File: config.mk
export PLATFORM = sky130hd
export DESIGN_NAME = caf_peak_search
export DESIGN_NICKNAME = d
export VERILOG_FILES = /design/src/rtl/caf_peak_search.sv
export SDC_FILE = /design/constraint.sdc
export NUM_CORES = 1
export LEC_CHECK = 0
export CAP_MARGIN = 20
export CORE_AREA = 5 5 205 307
export DETAILED_ROUTE_END_ITERATION = 6
export DIE_AREA = 0 0 210 312
export DONT_BUFFER_PORTS = 1
export PLACE_DENSITY = 0.48
export SYNTH_ARGS = -nofsm -noshare
export SYNTH_HDL_FRONTEND = slang
export SYNTH_SLANG_ARGS = --single-unit
File: constraint.sdc
create_clock -name clk -period 26.1 [get_ports clk]
set_clock_uncertainty 0.15 [all_clocks]
set_input_delay 5.22 -clock clk [delete_from_list [all_inputs] [get_ports clk]]
set_output_delay 5.22 -clock clk [all_outputs]
set_load 0.1 [all_outputs]
File: src/rtl/caf_peak_search.sv
// Peak search over the per-frequency correlator results: scans FOA_LEN bins one per clock,
// tracks the strongest and runner-up magnitudes, and emits {detect, bin, lag} over a stream handshake.
module caf_peak_search #(
  parameter int FOA_LEN      = 8,
  parameter int FOA_BITS     = 3,
  parameter int OUT_MAX_BITS = 32,
  parameter int INDEX_BITS   = 8
) (
  input  logic                               clk,
  input  logic                               rst,
  input  logic                               m_axis_tvalid,
  output logic                               s_axis_tready,
  input  logic [FOA_LEN*OUT_MAX_BITS-1:0]    m_axis_max,
  input  logic [FOA_LEN*INDEX_BITS-1:0]      m_axis_index,
  input  logic [OUT_MAX_BITS-1:0]            threshold,
  output logic                               s_axis_tvalid,
  input  logic                               m_axis_tready,
  output logic [FOA_BITS+INDEX_BITS:0]       s_axis_tdata,
  output logic [OUT_MAX_BITS-1:0]            s_axis_peak,
  output logic [OUT_MAX_BITS-1:0]            s_axis_second
);

  localparam logic [FOA_BITS-1:0] LAST_BIN = FOA_BITS'(FOA_LEN - 1);

  typedef enum logic [1:0] {IDLE, SCAN, PACK, OUTPUT} state_t;

  state_t                  state;
  logic [FOA_BITS-1:0]     ptr;

  logic [OUT_MAX_BITS-1:0] max_buf [FOA_LEN];
  logic [INDEX_BITS-1:0]   idx_buf [FOA_LEN];
  logic [OUT_MAX_BITS-1:0] thr_buf;

  logic [OUT_MAX_BITS-1:0] best;
  logic [OUT_MAX_BITS-1:0] runner;
  logic [FOA_BITS-1:0]     freq;
  logic [INDEX_BITS-1:0]   idx;

  logic [OUT_MAX_BITS-1:0] cur_max;
  logic [INDEX_BITS-1:0]   cur_idx;

  assign cur_max = max_buf[ptr];
  assign cur_idx = idx_buf[ptr];

  // Control and output registers take reset; the scan buffers and running
  // best/runner-up are always overwritten before use, so they carry none.
  always_ff @(posedge clk) begin
    if (rst) begin
      state         <= IDLE;
      ptr           <= '0;
      s_axis_tready <= 1'b0;
      s_axis_tvalid <= 1'b0;
      s_axis_tdata  <= '0;
      s_axis_peak   <= '0;
      s_axis_second <= '0;
    end else begin
      case (state)
        IDLE: begin
          if (s_axis_tready && m_axis_tvalid) begin
            for (int k = 0; k < FOA_LEN; k++) begin
              max_buf[k] <= m_axis_max[k*OUT_MAX_BITS +: OUT_MAX_BITS];
              idx_buf[k] <= m_axis_index[k*INDEX_BITS +: INDEX_BITS];
            end
            thr_buf       <= threshold;
            s_axis_tready <= 1'b0;
            ptr           <= '0;
            state         <= SCAN;
          end else begin
            s_axis_tready <= 1'b1;
          end
        end

        // Bin 0 seeds the search; later bins displace only on a strictly
        // larger magnitude, so ties resolve to the lowest bin number.
        SCAN: begin
          if (ptr == '0) begin
            best   <= cur_max;
            runner <= '0;
            freq   <= '0;
            idx    <= cur_idx;
          end else if (cur_max > best) begin
            runner <= best;
            best   <= cur_max;
            freq   <= ptr;
            idx    <= cur_idx;
          end else if (cur_max > runner) begin
            runner <= cur_max;
          end
          if (ptr == LAST_BIN) begin
            state <= PACK;
          end else begin
            ptr <= ptr + 1'b1;
          end
        end

        PACK: begin
          s_axis_tdata  <= {(best >= thr_buf), freq, idx};
          s_axis_peak   <= best;
          s_axis_second <= runner;
          s_axis_tvalid <= 1'b1;
          state         <= OUTPUT;
        end

        OUTPUT: begin
          if (m_axis_tready) begin
            s_axis_tvalid <= 1'b0;
            s_axis_tready <= 1'b1;
            state         <= IDLE;
          end
        end

        default: state <= IDLE;
      endcase
    end
  end

endmodule

# Word level (Yosys, flattened, before mapping)
# Memories as Yosys holds them, arrays and structs flattened. A register that Yosys moved wholly into a read port is not among the register bits.
# Index checks and enable logic that the tools add are counted.
# word_totals
regBits,190
latchBits,0
ram_bits,320
mem_bits_ro,0
input_bits,356
out_inout_bits,78
elab_cells,69
mem_count,2
# mem_list
name,words,word_bits,rd,rd_clocked_by_memory_dff,wr,line,rtl
max_buf,8,32,1,1,8,30,logic [OUT_MAX_BITS-1:0] max_buf [FOA_LEN];
idx_buf,8,8,1,1,8,31,logic [INDEX_BITS-1:0] idx_buf [FOA_LEN];
# op_classes
n_addsub,1
n_mul,0
n_div,0
magnitude_cmp,3
n_eq_ne,8
n_shift,0
muxes,27
n_bitwise,1
n_reduce_logical,15
# ops
cell,count
$mux W32,4
$gt A32 B32 Y1,2
$ge A32 B32 Y1,1
$mux W3,7
$mux W8,2
$reduce_and A3 Y1,5
$ne A2 B2 Y1 const B,4
$pmux W2 S4,1
$reduce_bool A2 Y1,4
$mux W1,7
$mux W2,3
$pmux W3 S2,1
$eq A2 B2 Y1 const B,2
$pmux W1 S2,2
$reduce_and A2 Y1,2
$add A3 B1 Y3 const B,1
$eq A3 B3 Y1 const B,1
$logic_not A3 Y1,1
$reduce_bool A3 Y1,1
$eq A2 B1 Y1 const B,1
$logic_not A2 Y1,1
$logic_and A1 B1 Y1,1
$not A1 Y1,1

# Logic depth before layout (Yosys ltp)
# depth
depth_word,5
ltp_mapped,15
mapped_depth_nobuf,11

# Worst setup path after synthesis
# OpenSTA, ideal clock, no wires.
# synth_timing
kind,input to register
startpoint,in rst
endpoint,"mem idx_buf[0][0], enable pin"
setup_time_ps,1010
arrival_ps,18701
required_time_ps,24940
setup_slack_ps,6239
path_stages,2
path_buffers,1
cell_sequence,clkbuf_1 > nor2_1
# synth_rtl
item,line,rtl
start: declaration,10,"input logic rst,"
end: declaration,31,

==> metrics.yaml <==
outcome:
  status: "finished clean"
routing:
  final_antenna_net_count: 0
  route.detailed.drc: 0
  route.vias.total: 10900
  routed_wl_um: 56400
  wire_per_inst_um: 26.3
  drtIter0Drc: 661
  dr.pass1.iters: 5
  vias_per_cell: 5.09
placement:
  dpl.hpwl_um: 41900
  place.gp.congestion: 0.786
  port_buffers: 0
die:
  dieWidth_um: 210
  die-area_sq_um: 65500
  num_io_pins: 434
  die_h_um: 312
  initial_core_util_pct: 35.7
  num_rows: 110
  design.core.area_sq_um: 59700
worst_setup_path:
  worstPathArrival_ns: 7.71
  required_ns: 26.15
  r2r_end: "best[18]$_DFFE_PP_"
  critPathMaxFanout: 71
  crit_chain: "nand3_1 -> nor2_4 -> buf_4 -> buf_4"
  rrSetupSlack_ns: 19.98
  crit_type: "in2reg"
  path_common_cell: "buf_4"
  startpoint_type: "primary input"
  critical_path.max_stage_delay_ns: 0.78
  reg2reg_depth: 12
  worstSetupEndpointType: "flip-flop"
  crit_slowest_cell: "nor2_4"
synth:
  ys_ff_latch: 513
  synth_fa_ha_area_share_pct: 6.04
  synthArstFlopShare_pct: 0
  yosysTopAreaCellShare_pct: 60.1
  synthSimpleGateAreaFrac_pct: 3.19
  syn_inst: 1293
  synthTopCellsByArea: "edfxtp_1, mux4_2, dfxtp_1"
  synth_edf_count: 427
  avgSynthCellArea_sq_um: 16.5
  synth_area_sq_um: 21300
  synth-main-ff-cell: "edfxtp_1"
  yosysTopAreaCell: "edfxtp_1"
  synth_xor_area_share_pct: 0
  ys_warn_count: 0
  synthMuxAreaShare_pct: 14.1
  synth-seq-area-share_pct: 68.2
  synth_compound_gate_area_share_pct: 5.21
  yosysUniqueCellTypes: 44
  synth_fp_nets: 1752
  synth_top_family_by_area: "multiplexers"
cts:
  cts_hold_buf: 0
  clkLatencyLatePin_ns: 0.60
  htree_levels: 2
  path_clk_slew_ns: 0.07
  cts_buffers: 52
  ctsResizeCount: 0
  post_cts_buffers: 0
  numClockSinks: 513
  cts_tree: "done"
  root_buffer: "clkbuf_16"
  clockBufferDepth: 3
layout:
  fillers: 5493
  drive_gt1_share_pct: 17.8
  seqCellArea_sq_um: 14600
  syn2layout_area_growth_pct: 12.7
  multi_input_area_sq_um: 6160
  nets: 1765
power:
  power.total_mw: 2.41
  p_leak_nw: 8.14
  power_density_nw_per_um2: 100
  ir_drop_v: 0.0000717
job:
  maxCapViolations: 0
sta:
  finalHoldViolCount: 0
  fin_crit_ns: 7.66
  finalSetupTns_ns: 0
  maxSlewViolCount: 0
  rsz0062_at_grt: "no"
  final.period_utilization_pct: 29.3
  timing.max_slew.rel_slack_pct: 27.9
  fmax_mhz: 131
  worst_pin_slew_ns: 1.08
  setup_viol: 0
worst_hold_path:
  min_path_type: "reg2reg"
  holdCritStartpoint: "ptr[1]$_SDFFE_PP0P_"
  whs_path_depth: 2
global_route:
  grt_use_total_pct: 16.8
  antenna_found_initial: 24
  grt_pass1_vias: 11700
  grt_pass1_wl_um: 80900
  grt_max_degree: 88
  grt-ovfl-total: 0
[per-stage QoR]
step	util, %	cell area, sq um	hold slack, ns	setup WS (ns)	cells
after CTS	40.1	24000	0.351	18.32	2131
after floorplan	-	21300	0.306	6.24	1293
after global routing	40.2	24000	0.396	18.27	2145
final	40.2	24000	0.346	18.44	2149
after global placement	37.2	22200	0.329	17.72	2035
after detailed placement	37.2	22200	0.338	17.64	2035
[cell usage after synthesis (11+ instances only)]
master    instances
a21oi_1          72
buf_4            11
a311oi_1         22
nand4_1          18
clkbuf_1         21
mux2i_1          76
buf_1            13
inv_1           106
nand2_1          18
buf_2            12
dfxtp_1          86
edfxtp_1        427
nor2_1           95
mux4_2           80
o21ai_0          13
mux2_2           40
a21o_1           14
ha_1            103
[cells by family (layout without fill, tap and decap cells)]
group | after synthesis | in the layout
muxes | 196 | 196
DFF | 513 | 513
AOI/OAI and AO/OA | 162 | 162
buffers and inverters | 165 | 220
other | 0 | 17
adders and majority gates | 103 | 103
and+or+nand+nor | 154 | 154
[worst max-delay path: cells and delay by family]
family,cells,cell delay (ns)
AND/OR/NAND/NOR,2,0.96
buffers and inverters,2,1.40
[final cells by class]
class | count | share of cell area, %
flip-flops and latches | 513 | 60.5
clock buffers | 69 | 5.94
diodes | 17 | 0.177
clock inverters | 27 | 1.34
well taps | 784 | 4.08
multi-input cells | 615 | 25.6
inverters | 106 | 1.66
repair buffers | 18 | 0.645
[cells in the final DEF (no fill, tap or decap), types with 14 or more instances in the layout]
master	n
a21oi_1	72
clkbuf_16	55
nor2_1	92
mux4_2	80
inv_1	106
edfxtp_1	427
ha_1	102
nand4_1	18
dfxtp_1	83
a21o_1	14
mux2_2	40
mux2i_1	76
clkbuf_1	14
diode_2	17
nand2_1	18
buf_4	17
a311oi_1	22
[layer usage]
metal,up-vias,track usage [%],share of wire [%]
met4,8,7.27,4.1
met3,111,5.45,6.9
li1,5038,-,-
met2,350,30.7,54
met5,-,0,0.097
met1,5424,17.7,35
[registers in the layout, indices dropped and copies added (netlist names), named ones only]
signal         flops
max_buf          256
idx_buf           64
best              32
runner            32
s_axis_peak       32
s_axis_second     32
thr_buf           32
s_axis_tdata      12
idx                8
freq               3
ptr                3
state              2
s_axis_tready      1
s_axis_tvalid      1
[power breakdown]
part,internal (mW),switching [mW]
clock,0.455,0.317
sequential,1.01,0.198
combinational,0.171,0.262
[worst max-delay path by stage]
stage | start | endpoint | slack (ns) | cells past startpoint
2_1_floorplan | rst | idx_buf[0][0]$_DFFE_PP_ | 6.24 | 2
3_3_place_gp | m_axis_tvalid | max_buf[0][8]$_DFFE_PP_ | 17.72 | 4
3_5_place_dp | m_axis_tvalid | max_buf[3][8]$_DFFE_PP_ | 17.64 | 4
4_1_cts | m_axis_tvalid | max_buf[7][12]$_DFFE_PP_ | 18.32 | 4
5_1_grt | m_axis_tvalid | idx_buf[3][7]$_DFFE_PP_ | 18.27 | 4
6_report | m_axis_tvalid | idx_buf[3][7]$_DFFE_PP_ | 18.44 | 4
(Power assumes the default switching activity.)
